==> src/rtl/scaler_h_linear.sv <==
// Horizontal 2-tap linear resampler: a per-line position accumulator walks a
// two-pixel input window and feeds a 2-stage multiply / round pipeline.
module scaler_h_linear #(
  parameter int LINE_STEP   = 128,
  parameter int PIXEL_WIDTH = 8,
  parameter int LINE_SIZE_W = 16
) (
  input  logic                   clk,
  input  logic                   rst_n,
  input  logic [LINE_SIZE_W-1:0] line_in_size,
  input  logic [15:0]            scale_step,
  input  logic [PIXEL_WIDTH-1:0] di_i,
  input  logic                   de_i,
  input  logic                   hs_i,
  input  logic                   vs_i,
  output logic [PIXEL_WIDTH-1:0] do_o,
  output logic                   de_o,
  output logic                   hs_o,
  output logic                   vs_o,
  output logic                   err_o,
  output logic [1:0]             state_o
);
  localparam int K     = $clog2(LINE_STEP);
  localparam int PW    = PIXEL_WIDTH;
  localparam int NW    = LINE_SIZE_W + 1;  // n counts up to line_in_size+1
  localparam int POS_W = NW + K;           // headroom for pos past the last output
  localparam int MW    = PW + K + 1;
  localparam logic [K:0]    COEF_ONE = (K+1)'(LINE_STEP);
  localparam logic [MW-1:0] ROUND    = MW'(LINE_STEP / 2);

  typedef enum logic [1:0] {IDLE = 2'd0, RUN = 2'd1, FLUSH = 2'd2} state_t;

  state_t                 state_q, state_d;
  logic [NW-1:0]          n_q, n_d;
  logic [POS_W-1:0]       pos_q, pos_d;
  logic [PW-1:0]          p0_q, p0_d, p1_q, p1_d;
  logic [LINE_SIZE_W-1:0] size_q, size_d;
  logic [15:0]            step_q, step_d;
  logic                   err_q, err_d, hs_pend_q, hs_pend_d, vs_pend_q, vs_pend_d;
  logic                   v1_q, v1_d, hs1_q, hs1_d, vs1_q, vs1_d;
  logic [MW-1:0]          m0_q, m0_d, m1_q, m1_d;
  logic [PW-1:0]          do_q, do_d;
  logic                   de_q, de_d, hso_q, hso_d, vso_q, vso_d;

  logic [NW-1:0]          idx, idx_after, size_x;
  logic [K-1:0]           frac;
  logic [POS_W-1:0]       limit, pos_issue;
  logic                   win_ready, issue, accept, overrun, rep;
  logic [PW-1:0]          a_op;
  logic [K:0]             coef0, coef1;

  assign idx    = pos_q[POS_W-1:K];
  assign frac   = pos_q[K-1:0];
  assign size_x = {1'b0, size_q};
  assign limit  = {size_x, {K{1'b0}}};

  always_comb begin
    state_d   = state_q;
    n_d       = n_q;
    p0_d      = p0_q;
    p1_d      = p1_q;
    size_d    = size_q;
    step_d    = step_q;
    err_d     = err_q & ~vs_i;
    hs_pend_d = hs_pend_q;
    vs_pend_d = vs_pend_q | vs_i;
    issue     = 1'b0;
    rep       = 1'b0;
    win_ready = (n_q == idx + NW'(2));

    case (state_q)
      RUN: begin
        issue = win_ready;
        if (n_q == size_x + NW'(1)) state_d = FLUSH;
      end
      FLUSH: begin
        // Past the last input pixel the right tap replicates the edge pixel.
        rep   = !win_ready;
        issue = (win_ready || idx == size_x) && (pos_q <= limit);
        if (pos_q > limit) state_d = IDLE;
      end
      default: ;
    endcase

    pos_issue = pos_q;
    if (issue) begin
      pos_issue = pos_q + POS_W'(step_q);
      hs_pend_d = 1'b0;
      vs_pend_d = vs_i;
    end
    idx_after = pos_issue[POS_W-1:K];

    // A new pixel while the current window still owes an output is an overrun:
    // drop the rest of that window and jump pos onto the new window.
    accept  = (state_q == RUN) && de_i && (n_q <= size_x);
    overrun = accept && (n_q == idx_after + NW'(2));
    pos_d   = pos_issue;
    if (accept) begin
      n_d  = n_q + NW'(1);
      p0_d = p1_q;
      p1_d = di_i;
    end
    if (overrun) begin
      err_d = 1'b1;
      pos_d = {n_q - NW'(1), {K{1'b0}}};
    end

    a_op  = rep ? p1_q : p0_q;
    coef1 = {1'b0, frac};
    coef0 = COEF_ONE - coef1;
    m0_d  = MW'(a_op) * MW'(coef0);
    m1_d  = MW'(p1_q) * MW'(coef1);
    v1_d  = issue;
    hs1_d = issue & hs_pend_q;
    vs1_d = issue & vs_pend_q;
    de_d  = v1_q;
    hso_d = hs1_q;
    vso_d = vs1_q;
    do_d  = v1_q ? PW'((m0_q + m1_q + ROUND) >> K) : do_q;

    if (hs_i) begin
      state_d   = (scale_step == 16'd0) ? IDLE : RUN;
      n_d       = '0;
      pos_d     = '0;
      size_d    = line_in_size;
      step_d    = scale_step;
      hs_pend_d = 1'b1;
      vs_pend_d = vs_pend_q | vs_i;
      err_d     = (err_q & ~vs_i) | (scale_step == 16'd0);
      v1_d      = 1'b0;
      hs1_d     = 1'b0;
      vs1_d     = 1'b0;
      de_d      = 1'b0;
      hso_d     = 1'b0;
      vso_d     = 1'b0;
    end
  end

  always_ff @(posedge clk or negedge rst_n) begin
    if (!rst_n) begin
      state_q   <= IDLE;
      n_q       <= '0;
      pos_q     <= '0;
      p0_q      <= '0;
      p1_q      <= '0;
      size_q    <= '0;
      step_q    <= '0;
      err_q     <= 1'b0;
      hs_pend_q <= 1'b0;
      vs_pend_q <= 1'b0;
      v1_q      <= 1'b0;
      hs1_q     <= 1'b0;
      vs1_q     <= 1'b0;
      m0_q      <= '0;
      m1_q      <= '0;
      do_q      <= '0;
      de_q      <= 1'b0;
      hso_q     <= 1'b0;
      vso_q     <= 1'b0;
    end else begin
      state_q   <= state_d;
      n_q       <= n_d;
      pos_q     <= pos_d;
      p0_q      <= p0_d;
      p1_q      <= p1_d;
      size_q    <= size_d;
      step_q    <= step_d;
      err_q     <= err_d;
      hs_pend_q <= hs_pend_d;
      vs_pend_q <= vs_pend_d;
      v1_q      <= v1_d;
      hs1_q     <= hs1_d;
      vs1_q     <= vs1_d;
      m0_q      <= m0_d;
      m1_q      <= m1_d;
      do_q      <= do_d;
      de_q      <= de_d;
      hso_q     <= hso_d;
      vso_q     <= vso_d;
    end
  end

  assign do_o    = do_q;
  assign de_o    = de_q;
  assign hs_o    = hso_q;
  assign vs_o    = vso_q;
  assign err_o   = err_q;
  assign state_o = state_q;
endmodule
==> config.mk <==
export PLATFORM = sky130hd
export DESIGN_NAME = scaler_h_linear
export DESIGN_NICKNAME = d
export VERILOG_FILES = /design/src/rtl/scaler_h_linear.sv
export SDC_FILE = /design/constraint.sdc
export NUM_CORES = 1
export LEC_CHECK = 0
export BUFFER_PORTS_ARGS = -buffer_cell sky130_fd_sc_hd__buf_2
export CORE_UTILIZATION = 69
export DETAILED_ROUTE_END_ITERATION = 12
export GPL_ROUTABILITY_DRIVEN = 0
export PLACE_DENSITY = 0.91
export SYNTH_ARGS = -nofsm -noshare
export SYNTH_HDL_FRONTEND = slang
export SYNTH_SLANG_ARGS = --single-unit
export TNS_END_PERCENT = 50
==> constraint.sdc <==
create_clock -name clk -period 13.9 [get_ports clk]
set_clock_uncertainty 0.05 [all_clocks]
set_input_delay 0 -clock clk [delete_from_list [all_inputs] [get_ports clk]]
set_output_delay 0 -clock clk [all_outputs]
set_load 0.01 [all_outputs]
**Word level (Yosys, flattened, before mapping)**

Cells that the tools add are included.

- Multipliers: 2
- Bitwise operators: 6
- Equality and inequality tests: 8
- Mux-type cells: 25
- $add $sub $neg: 9
- Div/mod/pow operators: 0
- Shift-type cells: 0
- Magnitude comparators: 3
- Reductions and logical operators: 12

Operator list:

| cell | number |
|---|---|
| $mux W24 | 3 |
| $eq A17 B17 Y1 | 3 |
| $add A17 B2 Y17 const B | 2 |
| $mux W17 | 2 |
| $add A24 B16 Y24 | 1 |
| $gt A24 B23 Y1 | 1 |
| $le A24 B23 Y1 | 1 |
| $add A16 B1 Y17 const B | 1 |
| $add A17 B1 Y17 const B | 1 |
| $eq A17 B16 Y1 | 1 |
| $le A17 B16 Y1 | 1 |
| $sub A17 B1 Y17 const B | 1 |
| $logic_not A16 Y1 | 1 |
| $add A15 B15 Y15 | 1 |
| $add A15 B7 Y15 const B | 1 |
| $mul A8 B7 Y15 | 1 |
| $mul A8 B8 Y15 | 1 |
| $mux W1 | 14 |
| $mux W8 | 1 |
| $sub A8 B7 Y8 const A | 1 |
| $mux W2 | 3 |
| $ne A3 B3 Y1 const B | 2 |
| $reduce_bool A3 Y1 | 2 |
| $logic_and A1 B1 Y1 | 4 |
| 11 further kinds | 15 |

- Logic and storage cells: 85
- Bits of input ports: 45
- Memory bits (read-only): 0
- Register bits after elaboration: 138
- Bits in latches: 0
- Memories kept: 0
- Output and inout bits: 14
- Memory bits (writable): 0

**Logic depth before layout (Yosys ltp)**

- Depth after elaboration: 11
- Mapped depth: 30
- Depth with buffers taken out: 28

**Worst setup path before layout**

No wires, ideal clock.

- Kind: flip-flop to flip-flop
- Start: register pos_q[18]
- End: register m0_q[14]
- Buffers on the path: 2
- Period minus slack after synthesis: 6.642 ns
- Slack: 7.258 ns
- Stages on the path, launching flop included: 27
- Data required time: 13.770 ns
- Library setup time: 0.080 ns
- Arrival: 6.512 ns
- Path through: dfrtp_1 > clkbuf_1 > xnor3_1 > a22oi_1 > a2111oi_1 > nor2_1 > nor4_2 > nand2b_1 > clkbuf_1 > mux2i_1 > nor2_1 > fa_1 > inv_1 > fa_1 > fa_1 > fa_1 > inv_1 > ha_1 > a21oi_1 > nor2b_1 > o21a_1 > o21ai_0 > nand2b_1 > a21oi_1 > o21bai_1 > a21oi_1 > xnor2_1

- Word-level cells in the longest chain between the ends: 6

Ends and longest elaborated chain:

| element | line | RTL |
|---|---|---|
| start, declared | 35 | `logic [POS_W-1:0] pos_q, pos_d;` |
| start signal, assigned | 163 | `pos_q <= pos_d;` |
| $add A17 B2 Y17 | 69 | `win_ready = (n_q == idx + NW'(2));` |
| $eq A17 B17 Y1 | 69 |  |
| $logic_not A1 Y1 | 78 | `rep = !win_ready;` |
| $mux W1 | 71 | `case (state_q)` |
| $mux W8 | 108 | `a_op = rep ? p1_q : p0_q;` |
| $mul A8 B8 Y15 | 111 | `m0_d = MW'(a_op) * MW'(coef0);` |
| net m0_d[14] | 41 | `logic [MW-1:0] m0_q, m0_d, m1_q, m1_d;` |
| end signal, assigned | 174 | `m0_q <= m0_d;` |
| end, declared | 41 |  |

The timed path passes the listed nets, and every way through them passes these cells.
A chain may end at the register's enable or synchronous reset.

**Final worst setup path**

- Start: register n_q[10]
- End: register m0_q[14]

- Word-level cells in the longest chain between the ends: 5

Ends and longest elaborated chain:

| element | line | RTL |
|---|---|---|
| start, declared | 34 | `logic [NW-1:0] n_q, n_d;` |
| start signal, assigned | 162 | `n_q <= n_d;` |
| $eq A17 B17 Y1 | 69 |  |
| $logic_not A1 Y1 | 78 |  |
| $mux W1 | 71 |  |
| $mux W8 | 108 |  |
| $mul A8 B8 Y15 | 111 |  |
| net m0_d[14] | 41 |  |

The timed path passes the listed nets, and every way through them passes these cells.

==> flow_metrics.tcl <==
set metrics [dict create \
    hp-class "in -> async" \
    endpoint_kind "flip-flop" \
    drc_errors 0 \
    finalNetCount 1844 \
    htree_levels 4 \
    netlist.area_leader.share 0.249 \
    worst_hold_slack_ns 0.161 \
    power_leakage_uw 0.00752 \
    finalCriticalPeriod_ns 7.79 \
    viasPerCell 6.50 \
    synth_edf_count 0 \
    cts_buffer_depth 2 \
    synthTopCellsByArea "dfrtp_1, ha_1, fa_1" \
    intPower_uw 1550 \
    antenna_found_initial 0 \
    seq_power_share 0.214 \
    vias 12100 \
    netlist_area_mm2 0.0138 \
    die-area_mm2 0.0206 \
    cts_buffers 17 \
    syn-num-nets 1793 \
    max_freq_ghz 0.128 \
    status "completed" \
    grt_pass1_wl_um 59600 \
    synthMostInstantiatedCell "ha_1" \
    worstPathRequired_ns 14.23 \
    synth_cells 1535 \
    die_w_um 144 \
    clockRootBuffer "clkbuf_16" \
    seq_area_frac_synth 0.249 \
    clock_latency_ns 0.45 \
    drtIter0Drc 1467 \
    fp.dieH_um 144 \
    ys.flop_type "dfrtp_1" \
    layout-drive-gt1-share 0.111 \
    ys_types 85 \
    grt_pass1_vias 12000 \
    routedWlPerCell_um 20.1 \
    post-synth-top-area-cell "dfrtp_1" \
    startpoint_type "flip-flop" \
    synth_seq_cells 138 \
    synth_warnings 0 \
    place_hpwl_um 26200 \
    cts_resized 0 \
    fillers 1225 \
    wirelength_um 37400 \
    ir_worst_vdd_v 0.000166 \
    floorplan.initialDensity 0.707 \
    synth_commonest_cells "ha_1, dfrtp_1, inv_1" \
    setup_viol 0 \
    maxCapViolations 0 \
    arrival_ns 8.12 \
    cts.sinks 138 \
    cts_tree "yes" \
    swShare 0.477 \
    core.rowCount 51 \
    core_mm2 0.0196 \
    grt_setup_unrepaired "no" \
    timing.slew.headroom 0.271 \
    gr-total-overflow 0 \
    switching_power_uw 1410 \
    finalSetupTns_ns 0 \
    post-route-period-util 0.560 \
    n_antenna_cell 0 \
    avgSynthCellArea_um2 9.02 \
    synthToLayoutAreaGrowth_pct 9.96 \
    synthArstFlopShare 1.00 \
    critPathKind "reg -> reg" \
    comb_power_share 0.628 \
    utilization 0.777 \
    io_buffers 58 \
    final_hold_viol_count 0 \
    grt_max_degree 102 \
    worst_pin_slew_ns 1.09 \
    worstPathMaxFanout 11 \
    drt_first_pass_iters 7 \
    p_per_area_mw_per_mm2 194 \
    cts.clk_slew.worst_paths_ns 0.07 \
    power_frac_clock 0.159 \
    drv_slew 0 \
    pin_count 59 \
    grt_use_total 0.378 \
    antenna_left 0 \
]
[per-layer routing]
| metal | global-route usage | vias to the layer above | wire length, um |
|---|---|---|---|
| met5 | 0 | - | 0 |
| met2 | 0.610 | 715 | 17500 |
| met4 | 0.163 | 0 | 1480 |
| met1 | 0.486 | 5850 | 14800 |
| li1 | - | 5374 | - |
| met3 | 0.0883 | 181 | 3660 |
[sequential cells by signal, indices dropped and copies added (netlist names), 2 cells and up]
register / count
state_o: 2
step_q: 16
pos_q: 24
n_q: 17
size_q: 16
p1_q: 8
m1_q: 15
m0_q: 15
do_o: 8
p0_q: 8
[power by group through the flow]
stage	Combinational (uW)	Clock, uW	Sequential, uW
finish	1860	469	633
detailed placement	1750	0	629
global route	2060	486	639
floorplan	1420	0	555
global placement	1650	0	621
CTS	1820	468	624
[logic make-up after synthesis]
group / share of synthesized area
xor+xnor: 0.0972
fa+ha+maj: 0.228
compound gates: 0.119
flops: 0.249
buf+inv: 0.0592
mux: 0.0604
simple gates: 0.187
[cells in the final DEF (no fill, tap or decap), drive strengths merged, types with 43 or more instances in the layout]
master    n
nor2    126
xor2     55
dfrtp   138
and2     43
xnor2    91
fa       65
buf      61
inv     143
mux2     56
nand2   115
ha      148
o21ai    59
a21oi    68
[area by class of cell]
cell class              count  area (um^2)  area share
well taps                 265          332      0.0218
repair buffers            103          742      0.0487
clock inverters            14          164      0.0108
multi-input cells        1186         9580       0.629
flip-flops and latches    138         3450       0.227
inverters                 140          526      0.0345
clock buffers              18          429      0.0282
[metrics by stage]
| step | instances | power, uW | cell area, um^2 | setup WS (ns) |
|---|---|---|---|---|
| after CTS | 1864 | 2910 | 15200 | 6.23 |
| after detailed placement | 1790 | 2380 | 14200 | 6.40 |
| after global routing | 1864 | 3180 | 15200 | 5.76 |
| after global placement | 1790 | 2270 | 14200 | 6.69 |
| after floorplan | 1535 | 1980 | 13800 | 7.26 |
| final | 1864 | 2960 | 15200 | 6.11 |
[worst max-delay path, stage by stage (launching register included)]
cell and delay [ns]:
dfrtp_1 0.55, xnor2_1 0.56, a21oi_1 0.16, a2111oi_1 0.46, nor2_1 0.17, nor4_2 0.39
nand2b_1 0.51, mux2i_1 0.68, nor2_1 0.19, fa_1 0.48, fa_1 0.50, ha_1 0.30
inv_1 0.05, fa_1 0.54, inv_1 0.06, ha_1 0.34, a21oi_1 0.22, o21ai_0 0.11
a21oi_1 0.23, nor2b_1 0.07, o21a_1 0.18, o21ai_0 0.17, nand2b_1 0.09, a21oi_1 0.26
o21bai_1 0.09, a21oi_1 0.17, xnor2_1 0.13
[timing repair]
action	4_1_cts	5_1_grt
buffers inserted	0	0
hold buffers	42	0
endpoints found under the hold margin	128	0
[final timing paths]
kind                                     startpoint                      to  slack, ns  cells past startpoint
worst max register to register  n_q[10]$_DFFE_PN0P_      m0_q[14]$_DFF_PN0_       6.11                     26
worst min register to register      vs1_q$_DFF_PN0_          vs_o$_DFF_PN0_       0.45                      1
worst max-delay path            n_q[10]$_DFFE_PN0P_      m0_q[14]$_DFF_PN0_       6.11                     26
worst min-delay path                          rst_n     p1_q[7]$_DFFE_PN0P_       0.16                      2
min in group clk                               hs_i      n_q[1]$_DFFE_PN0P_       0.20                      2
max in group asynchronous                     rst_n  size_q[15]$_DFFE_PN0P_      12.43                      3
Power figures use the tool's default switching activity.
